[src/rtl/alu_reg_bank.sv]
// alu_reg_bank: host-addressed operand/result/status registers with start command, busy tracking and irq for the ALU core
module alu_reg_bank #(
    parameter int DATA_W   = 32,
    parameter int NUM_REGS = 16,
    parameter int ADDR_W   = 4
) (
    input  logic              clk,
    input  logic              reset_n,
    input  logic              s_sel,
    input  logic              s_wr,
    input  logic [ADDR_W-1:0] s_addr,
    input  logic [DATA_W-1:0] s_wdata,
    output logic [DATA_W-1:0] s_rdata,
    output logic              op_start,
    output logic [DATA_W-1:0] op_a,
    output logic [DATA_W-1:0] op_b,
    output logic [3:0]        op_code,
    input  logic              res_valid,
    input  logic [DATA_W-1:0] res_lo,
    input  logic [DATA_W-1:0] res_hi,
    input  logic              res_ovf,
    output logic              irq
);
    localparam logic [ADDR_W-1:0] A_OPA    = ADDR_W'(0);
    localparam logic [ADDR_W-1:0] A_OPB    = ADDR_W'(1);
    localparam logic [ADDR_W-1:0] A_OPCODE = ADDR_W'(2);
    localparam logic [ADDR_W-1:0] A_RES_LO = ADDR_W'(3);
    localparam logic [ADDR_W-1:0] A_RES_HI = ADDR_W'(4);
    localparam logic [ADDR_W-1:0] A_CTRL   = ADDR_W'(5);
    localparam logic [ADDR_W-1:0] A_STATUS = ADDR_W'(6);
    localparam logic [ADDR_W-1:0] A_SCR0   = ADDR_W'(7);

    logic [DATA_W-1:0] res_lo_q, res_hi_q, rdata_n;
    logic [DATA_W-1:0] scratch [NUM_REGS-1:7];
    logic              busy, done, ovf, err, int_en;
    logic              wr, take, start_req, start_ok, set_err;
    logic [3:0]        clr;

    // Decode the bus access and the result strobe against the current busy state
    always_comb begin
        wr        = s_sel & s_wr;
        take      = res_valid & busy;
        start_req = wr && s_addr == A_CTRL && s_wdata[0];
        start_ok  = start_req & ~busy;
        set_err   = busy & (start_req | (wr && s_addr <= A_OPCODE));
        clr       = (wr && s_addr == A_STATUS) ? s_wdata[3:0] : 4'b0;
    end

    // Read mux; scratch covers every index from SCRATCH0 upward
    always_comb begin
        rdata_n = '0;
        case (s_addr)
            A_OPA:    rdata_n = op_a;
            A_OPB:    rdata_n = op_b;
            A_OPCODE: rdata_n = {{(DATA_W-4){1'b0}}, op_code};
            A_RES_LO: rdata_n = res_lo_q;
            A_RES_HI: rdata_n = res_hi_q;
            A_CTRL:   rdata_n = {{(DATA_W-2){1'b0}}, int_en, 1'b0};
            A_STATUS: rdata_n = {{(DATA_W-4){1'b0}}, err, ovf, busy, done};
            default:  rdata_n = scratch[s_addr];
        endcase
    end

    // Register state; flag sets override same-cycle W1C clears
    always_ff @(posedge clk or negedge reset_n) begin
        if (!reset_n) begin
            s_rdata  <= '0;
            op_start <= 1'b0;
            op_a     <= '0;
            op_b     <= '0;
            op_code  <= '0;
            res_lo_q <= '0;
            res_hi_q <= '0;
            busy     <= 1'b0;
            done     <= 1'b0;
            ovf      <= 1'b0;
            err      <= 1'b0;
            int_en   <= 1'b0;
            irq      <= 1'b0;
            for (int i = 7; i < NUM_REGS; i++) scratch[i] <= '0;
        end else begin
            op_start <= start_ok;
            irq      <= int_en & (done | err);
            if (s_sel && !s_wr) s_rdata <= rdata_n;
            if (wr && !busy && s_addr == A_OPA) op_a <= s_wdata;
            if (wr && !busy && s_addr == A_OPB) op_b <= s_wdata;
            if (wr && !busy && s_addr == A_OPCODE) op_code <= s_wdata[3:0];
            if (wr && s_addr == A_CTRL) int_en <= s_wdata[1];
            if (wr && s_addr >= A_SCR0) scratch[s_addr] <= s_wdata;
            if (take) begin
                res_lo_q <= res_lo;
                res_hi_q <= res_hi;
            end
            busy <= take ? 1'b0 : (start_ok ? 1'b1 : busy);
            done <= take | (~start_ok & done & ~clr[0]);
            ovf  <= (take & res_ovf) | (ovf & ~clr[2]);
            err  <= set_err | (err & ~clr[3]);
        end
    end
endmodule

[config.mk]
export PLATFORM = sky130hd
export DESIGN_NAME = alu_reg_bank
export DESIGN_NICKNAME = d
export VERILOG_FILES = /design/src/rtl/alu_reg_bank.sv
export SDC_FILE = /design/constraint.sdc
export NUM_CORES = 1
export LEC_CHECK = 0
export BUFFER_PORTS_ARGS = -buffer_cell sky130_fd_sc_hd__buf_2
export CAP_MARGIN = 15
export CORE_MARGIN = 10
export CORE_UTILIZATION = 45
export CTS_BUF_LIST = sky130_fd_sc_hd__clkbuf_8
export CTS_CLUSTER_DIAMETER = 150
export CTS_CLUSTER_SIZE = 8
export DETAILED_ROUTE_END_ITERATION = 16
export SYNTH_ARGS = -nofsm -noshare
export SYNTH_HDL_FRONTEND = slang
export SYNTH_SLANG_ARGS = --single-unit
[constraint.sdc]
create_clock -name clk -period 2.4 [get_ports clk]
set_input_delay 0.6 -clock clk [delete_from_list [all_inputs] [get_ports clk]]
set_output_delay 0.6 -clock clk [all_outputs]
set_load 0.005 [all_outputs]
==> results of run 1 <==
where the power goes:
part	switching [uW]	total [uW]	internal, uW
registers	869	10000	9180
logic	1460	3530	2070
clock network	2850	5400	2550
total	5180	19000	13800
path summary, 6_finish.rpt:
kind                                    startpoint                       end  slack, ns  depth (start not counted)
setup / recovery                         s_addr[1]    s_rdata[4]$_DFFE_PN0P_       0.26                          9
hold / removal                          res_hi[21]  res_hi_q[21]$_DFFE_PN0P_       0.19                          2
setup reg to reg                  busy$_DFFE_PN0P_      op_a[17]$_DFFE_PN0P_       0.37                          4
hold reg to reg            s_rdata[18]$_DFFE_PN0P_   s_rdata[18]$_DFFE_PN0P_       0.48                          2
max in group asynchronous                  reset_n  res_lo_q[27]$_DFFE_PN0P_       1.06                          4
min in group asynchronous                  reset_n  scratch[169]$_DFFE_PN0P_       0.53                          2
cell type report:
type,instances,share of cell area
diodes,3,0.000307
clock buffers,68,0.0382
clock inverters,7,0.00220
inverters,7,0.00107
multi-input cells,881,0.358
flip-flops and latches,459,0.469
well taps,600,0.0307
repair buffers,325,0.100
metrics by stage:
| step | utilization | hold WS, ns | setup WS, ns |
|---|---|---|---|
| after floorplan | - | 0.304 | 0.154 |
| after global placement | 0.515 | 0.470 | -0.289 |
| after detailed placement | 0.515 | 0.471 | -0.313 |
| after CTS | 0.537 | 0.151 | 0.359 |
| after global routing | 0.537 | 0.175 | 0.253 |
| final | 0.537 | 0.192 | 0.265 |
cells in the mapped netlist (all sizes together), types with 16 or more instances:
master / count / share of area
buf: 93 / 0.023
a21oi: 16 / 0.0038
dfrtp: 459 / 0.55
nor2: 62 / 0.011
mux2i: 32 / 0.015
a221oi: 23 / 0.0097
nand3: 19 / 0.0046
o21ai: 28 / 0.0067
clkbuf: 44 / 0.0079
mux2: 438 / 0.24
nor2b: 17 / 0.0051
nand2: 57 / 0.010
mux4: 52 / 0.056
a22oi: 25 / 0.0090
what timing repair did:
action | CTS | global route
hold buffers | 1 | 0
gates resized for setup | 0 | 0
hold endpoints to repair | 50 | 0
sequential cells by signal, indices dropped and copies added (netlist names):
register and count:
busy 1, done 1, err 1, int_en 1, irq 1, op_a 32
op_b 32, op_code 4, op_start 1, ovf 1, res_hi_q 32, res_lo_q 32
s_rdata 32, scratch 288
kinds of logic after synthesis:
logic type | after synthesis
DFF | 459
muxes | 522
AOI/OAI and AO/OA | 153
and+or+nand+nor | 206
buffers and inverters | 144
routing by layer:
metal | global-route usage | vias up
met2 | 0.319 | 444
met3 | 0.0441 | 79
met5 | 0 | -
met1 | 0.298 | 7166
met4 | 0.0602 | 4
li1 | - | 5908
==> key figures, run 1 <==
Status
  – Outcome: finished clean

Clock network
  – CTS Root Cell: clkbuf_8
  – Worst skew pair latency: 0.64 ns
  – Clock Sinks: 459
  – CTS tree: yes
  – CTS Buf Count: 67
  – Setup bufs post-CTS: 0
  – Reg clk slew, reported paths: 0.07 ns
  – Clk buf depth: 3
  – Htree depth: 3

Worst setup path
  – Worst Setup End Kind: flop
  – Slowest cell on crit path: a2111oi_0
  – CP Buf/Inv Count: 5
  – Crit path required time: 2.91 ns
  – CP Class: in -> reg
  – WP data arrival: 2.64 ns
  – Critical Path Max Stage Delay: 0.84 ns
  – Crit-path most repeated cell: buf_4
  – Top Family by Delay on Critical Path: buffers and inverters
  – Critical path, cell by cell: buf_2 -> buf_4 -> buf_4 -> nand2_1 -> buf_4 -> nor2_1 -> a2111oi_0 -> buf_4 -> o41ai_1
  – Critical path startpoint category: primary input
  – Worst-path fanout max: 11

Detailed routing
  – Vias per inst: 5.79
  – Final ANT Viol Nets: 0
  – Via Count: 13.6k
  – Met2 WL: 26.6 mm
  – DRC: 0
  – Initial drt markers: 929
  – Met1 WL: 26.9 mm
  – DRT Wirelength: 58.5 mm
  – WL met3: 3.92 mm
  – Routed len/inst: 24.9 um
  – Drt first pass iters: 5
  – Uppermost layer routed: met5

Placed design
  – Placed cell count: 2271
  – Hpwl dp: 41.4 mm
  – Gpl congestion: 0.895
  – Placed inst area: 0.0235 mm^2
  – PortBufs: 207

Power
  – Static leakage: 0.0115 uW
  – Pwr dens: 775 mW/mm^2
  – Pwr Total: 19000 uW
  – Worst VDD drop: 0.441 mV

Timing
  – RSZ-0062 raised after global routing: false
  – Slew @ Worst Pin: 0.968 ns
  – Clock Skew: 0.0298 ns
  – Setup_tns: 0 ns
  – Fmax: 0.468 GHz
  – Worst slew margin: 0.338
  – Final period util: 0.890
  – Final Hold Viols: 0
  – Final setup violation count: 0
  – Tmin final: 2.14 ns
  – Final Max Slew Viols: 0

Synthesis
  – Yosys warns: 0
  – Synth Area in XOR/XNOR: 0
  – Synthesized flop and latch total: 459
  – Avg Inst Size Synth: 14.0 um^2
  – Post-synthesis sequential area ratio: 0.552
  – Mapped Nets: 1590
  – Post-Syn Instances: 1484
  – Main synth FF type: dfrtp_1
  – Netlist cell types: 56
  – Synth Area in Simple Gates: 0.0474
  – Post-synthesis adder-cell area fraction: 0
  – Synth Area in Compound Gates: 0.0549
  – Post-synth ARST share: 1.00
  – Largest family of logic cells by synthesized area: multiplexers
  – Multiplexer share of the synthesized area: 0.314
  – Number of synthesized flops with an enable pin: 0
  – Synth Cell Area: 0.0208 mm^2

Global routing
  – GR Overflow Total: 0
  – Largest net degree at the start of global routing: 64
  – Tot GR Track Use: 0.210
  – Initial antenna violation count: 5
  – First-pass GRT wire length: 90.9 mm
  – Vias in the first global route: 14.4k

Flow run
  – Number of max-cap violations: 0

Cells and area
  – Area of the multi-input gates: 0.00875 mm^2
  – Reg area: 0.0115 mm^2
  – Share of post-route cells with drive strength above 1: 0.528
  – Fillers: 3789
  – Commonest non-fill, non-tap cells in the layout: dfrtp_1, mux2_2, buf_2
  – Cell area after layout: 0.0245 mm^2
  – Nets@finish: 1847
  – Commonest non-fill, non-tap cell in the layout: dfrtp_1
  – Non-filler instance count after layout: 2350
  – Area growth, synth to finish: 17.6%

Floorplanning
  – Die ar.: 0.0553 mm^2
  – Initial Util: 0.457
  – Die width: 235 um
  – Die Ht: 235 um
  – Rows: 78
  – Core Footprint: 0.0456 mm^2
  – Top Ports: 208

Worst hold path
  – Hold Path Class: in -> reg
Power figures use the tool's default switching activity.
==> inputs of run 2 (changes only) <==
==> constraint.sdc (replaced) <==
create_clock -name clk -period 2.4 [get_ports clk]
set_input_delay 0.72 -clock clk [delete_from_list [all_inputs] [get_ports clk]]
set_output_delay 0.72 -clock clk [all_outputs]
set_load 0.005 [all_outputs]
==> key figures, run 2 (synthesized netlist as in run 1, its figures left out) <==
Status
  – Outcome: finished clean

Power
  – Static leakage: 0.0114 uW
  – Worst VDD drop: 0.417 mV
  – Pwr Total: 19000 uW
  – Pwr dens: 777 mW/mm^2

Timing
  – Final Hold Viols: 0
  – Tmin final: 2.00 ns
  – Setup_tns: 0 ns
  – Slew @ Worst Pin: 0.528 ns
  – Fmax: 0.501 GHz
  – RSZ-0062 raised after global routing: false
  – Final Max Slew Viols: 0
  – Final hold slack: 0.324 ns
  – Post-route setup slack: 0.404 ns
  – Final setup violation count: 0
  – Final period util: 0.832
  – Worst slew margin: 0.639
  – Clock Skew: 0.0139 ns

Clock network
  – Htree depth: 3
  – CTS tree: yes
  – Worst skew pair latency: 0.62 ns
  – CTS Root Cell: clkbuf_8
  – Reg clk slew, reported paths: 0.06 ns
  – Clk buf depth: 3
  – Clock Sinks: 459
  – CTS Buf Count: 67
  – Post-CTS Resized: 0

Floorplanning
  – Core Footprint: 0.0456 mm^2
  – Die ar.: 0.0553 mm^2
  – Initial Util: 0.457
  – Die width: 235 um
  – Rows: 78
  – Die Ht: 235 um
  – Top Ports: 208

Cells and area
  – Commonest non-fill, non-tap cell in the layout: dfrtp_1
  – Util after Layout: 0.536
  – Largest Register: scratch
  – Max reg flops: 288
  – Commonest non-fill, non-tap cells in the layout: dfrtp_1, mux2_2, buf_2
  – Area growth, synth to finish: 17.3%
  – Nets@finish: 1852
  – Share of post-route cells with drive strength above 1: 0.529

Worst setup path
  – Worst-path fanout max: 32
  – Worst Setup End Kind: flop
  – Crit path required time: 2.91 ns
  – WP data arrival: 2.50 ns
  – Critical path startpoint category: flop
  – CP Class: reg -> reg

Detailed routing
  – Final ANT Viol Nets: 0
  – DRC: 0
  – DRT Wirelength: 58.5 mm
  – Initial drt markers: 1144
  – Routed len/inst: 24.8 um
  – Drt first pass iters: 7
  – Vias per inst: 5.77
  – Via Count: 13.6k

Global routing
  – Largest net degree at the start of global routing: 89
  – Vias in the first global route: 14.3k
  – Tot GR Track Use: 0.209
  – Initial antenna violation count: 5
  – GR Overflow Total: 0
  – First-pass GRT wire length: 90.6 mm

Flow run
  – Number of max-cap violations: 0

Placed design
  – Hpwl dp: 41.1 mm
  – Place WS: -0.238 ns
  – Gpl congestion: 0.860
  – PortBufs: 207

Worst hold path
  – Hold Path Class: in -> reg
[run 2: cell types whose count changed in the layout (fill, tap and decap cells not counted)]
cell	delta
buf_4	+12
buf_12	-8
clkbuf_8	+1
[run 2: worst max-delay path: stages, from the launching register on]
cell	delay, ns
dfrtp_1	0.37
or4_4	0.48
or3_2	0.45
buf_12	0.21
mux2_4	0.32
[run 2: worst paths after layout]
kind / startpoint / depth (start not counted) / endpoint / slack (ns)
min in group asynchronous: reset_n / 2 / scratch[192]$_DFFE_PN0P_ / 0.55
worst max-delay path: busy$_DFFE_PN0P_ / 4 / op_a[23]$_DFFE_PN0P_ / 0.40
max in group asynchronous: reset_n / 4 / scratch[134]$_DFFE_PN0P_ / 1.03
worst max register to register: busy$_DFFE_PN0P_ / 4 / op_a[23]$_DFFE_PN0P_ / 0.40
worst min-delay path: res_lo[22] / 2 / res_lo_q[22]$_DFFE_PN0P_ / 0.32
worst min register to register: s_rdata[18]$_DFFE_PN0P_ / 2 / s_rdata[18]$_DFFE_PN0P_ / 0.49
[run 2: what timing repair did]
item                                   in CTS  in global routing
setup endpoints to repair                   0                  0
buffers inserted                            0                  0
hold buffers                                1                  0
endpoints found under the hold margin      16                  0
[run 2: final cells by class]
class | count | area (um^2)
Sequential cell | 459 | 11500
Tap cell | 600 | 751
Fill cell | 3750 | 21200
Timing Repair Buffer | 330 | 2400
Clock buffer | 68 | 936
Inverter | 7 | 26.3
Antenna cell | 3 | 7.51
Clock inverter | 7 | 53.8
Multi-Input combinational cell | 881 | 8750
[run 2: routing by layer]
metal  wire (um)  part of all wire  vias to the layer above  GRT usage
li1            -                 -                     5914          -
met1       27300              0.47                     7203      0.296
met2       26600              0.45                      381      0.318
met3        3540             0.060                       79     0.0452
met4        1080             0.018                        4     0.0610
met5          32           0.00055                        -          0
[run 2: per-stage QoR]
stage               cell area [um^2]  cells
CTS                            24400   2351
floorplan                      20800   1484
detailed placement             23400   2275
global route                   24400   2353
finish                         24400   2355
global placement               23400   2275
[run 2: power by group]
part / switching (uW) / internal (uW)
registers: 868 / 9180
clock network: 2860 / 2550
logic: 1450 / 2060
total: 5180 / 13800
==> inputs of run 3 (changes only) <==
--- a/config.mk
+++ b/config.mk
@@ -13,6 +13,7 @@
 export CTS_CLUSTER_DIAMETER = 150
 export CTS_CLUSTER_SIZE = 8
 export DETAILED_ROUTE_END_ITERATION = 16
+export PLACE_DENSITY = 0.66
 export SYNTH_ARGS = -nofsm -noshare
 export SYNTH_HDL_FRONTEND = slang
 export SYNTH_SLANG_ARGS = --single-unit
==> constraint.sdc (replaced) <==
create_clock -name clk -period 1.8 [get_ports clk]
set_input_delay 0.54 -clock clk [delete_from_list [all_inputs] [get_ports clk]]
set_output_delay 0.54 -clock clk [all_outputs]
set_load 0.005 [all_outputs]
==> key figures, run 3 (synthesized netlist as in run 1, its figures left out) <==
Global routing
  – GR Overflow Total: 0
  – Largest net degree at the start of global routing: 71
  – First-pass GRT wire length: 90.7 mm
  – Initial antenna violation count: 6
  – Tot GR Track Use: 0.209
  – Vias in the first global route: 14.6k

Clock network
  – Worst skew pair latency: 0.65 ns
  – Clk buf depth: 3
  – Htree depth: 3
  – CTS Buf Count: 67
  – Reg clk slew, reported paths: 0.07 ns
  – CTS tree: yes
  – CTS Root Cell: clkbuf_8
  – Clock Sinks: 459

Power
  – Pwr Total: 25600 uW
  – Pwr dens: 1020 mW/mm^2
  – Static leakage: 0.0118 uW
  – Worst VDD drop: 0.689 mV

Floorplanning
  – Die width: 235 um
  – Die Ht: 235 um
  – Rows: 78
  – Top Ports: 208
  – Core Footprint: 0.0456 mm^2
  – Initial Util: 0.457
  – Die ar.: 0.0553 mm^2

Detailed routing
  – DRT Wirelength: 57.7 mm
  – Via Count: 13.6k
  – Initial drt markers: 945
  – Final ANT Viol Nets: 0
  – Drt first pass iters: 5
  – DRC: 0
  – Vias per inst: 5.69
  – Routed len/inst: 24.1 um

Cells and area
  – Commonest non-fill, non-tap cells in the layout: dfrtp_1, mux2_2, buf_2
  – Max reg flops: 288
  – Cell area after layout: 0.0251 mm^2
  – Largest Register: scratch
  – Share of post-route cells with drive strength above 1: 0.541
  – Commonest non-fill, non-tap cell in the layout: dfrtp_1
  – Area growth, synth to finish: 20.6%
  – Nets@finish: 1893

Flow run
  – Number of max-cap violations: 0

Timing
  – Slew @ Worst Pin: 0.676 ns
  – Post-route setup slack: -0.116 ns
  – RSZ-0062 raised after global routing: true
  – Clock Skew: 0.0182 ns
  – Final Max Slew Viols: 0
  – Tmin final: 1.92 ns
  – Final Hold Viols: 0
  – Final setup violation count: 32
  – Worst slew margin: 0.548
  – Final period util: 1.06
  – Fmax: 0.522 GHz

Worst hold path
  – Hold Path Class: in -> reg

Placed design
  – PortBufs: 207
  – Gpl congestion: 0.880
  – Place WS: -0.653 ns
  – Hpwl dp: 40.7 mm
  – Placed inst area: 0.0240 mm^2

Status
  – Outcome: complete, but fails checks
  – Failing checks: negative setup slack

Worst setup path
  – Worst Setup End Kind: flop
  – Critical path startpoint category: flop
  – WP data arrival: 2.43 ns
  – CP Class: reg -> reg
  – Crit path required time: 2.32 ns
  – Worst-path fanout max: 16
run 3: cell count changes in the layout (fill, tap and decap cells not counted), moves of 2 or more:
| cell | before | now |
|---|---|---|
| nor3_1 | 8 | 6 |
| o21ai_1 | 0 | 10 |
| o21ai_0 | 28 | 18 |
| buf_4 | 89 | 119 |
| mux2_2 | 406 | 351 |
| mux2_4 | 30 | 85 |
| clkinvlp_4 | 6 | 4 |
| buf_12 | 33 | 43 |
run 3: worst paths after layout:
check	cells after the start	startpoint	slack, ns	end
setup / recovery	4	busy$_DFFE_PN0P_	-0.12	op_a[15]$_DFFE_PN0P_
hold / removal	2	res_lo[17]	0.13	res_lo_q[17]$_DFFE_PN0P_
setup reg to reg	4	busy$_DFFE_PN0P_	-0.12	op_a[15]$_DFFE_PN0P_
hold reg to reg	2	s_rdata[18]$_DFFE_PN0P_	0.48	s_rdata[18]$_DFFE_PN0P_
max in group asynchronous	4	reset_n	0.69	scratch[249]$_DFFE_PN0P_
min in group asynchronous	2	reset_n	0.38	scratch[264]$_DFFE_PN0P_
run 3: final cells by class:
cell class	instances	area, um^2
fill	3684	20500
multi-input combinational	881	8980
tap	600	751
sequential	459	11500
antenna	3	7.51
timing repair buffer	371	2850
inverter	7	26.3
clock inverter	6	47.5
clock buffer	69	950
run 3: layer usage:
| metal | up-vias | routed length [um] | GRT usage |
|---|---|---|---|
| li1 | 5991 | - | - |
| met1 | 7157 | 26500 | 0.290 |
| met2 | 403 | 26800 | 0.327 |
| met3 | 83 | 3140 | 0.0379 |
| met4 | 8 | 1230 | 0.0659 |
| met5 | - | 46 | 0 |
run 3: where the power goes:
part | leakage, uW | switching, uW | internal [uW]
combinational | 0.00543 | 1980 | 2980
sequential | 0.00590 | 1150 | 12200
clock | 0.000506 | 3800 | 3440
total | 0.0118 | 6930 | 18700
run 3: per-stage QoR:
stage	std cells	utilization	hold slack, ns	TNS (ns)
floorplan	1484	-	0.244	-79.58
global placement	2310	0.526	0.449	-155.13
detailed placement	2310	0.526	0.455	-155.84
CTS	2393	0.550	0.0796	-2.34
global route	2395	0.551	0.118	-3.75
finish	2396	0.551	0.127	-2.78
run 3: repair_timing:
item,in CTS,in global routing
gates resized for setup,3,3
endpoints found under the hold margin,28,0
buffers inserted,6,0
hold buffers,1,0
pin swaps,0,0
setup endpoints to repair,44,38
gates cloned,1,0
run 3: worst max-delay path, stage by stage, from the launching register on:
cell,delay (ns)
dfrtp_1,0.38
or4_4,0.48
or3_4,0.40
buf_12,0.19
mux2_4,0.31
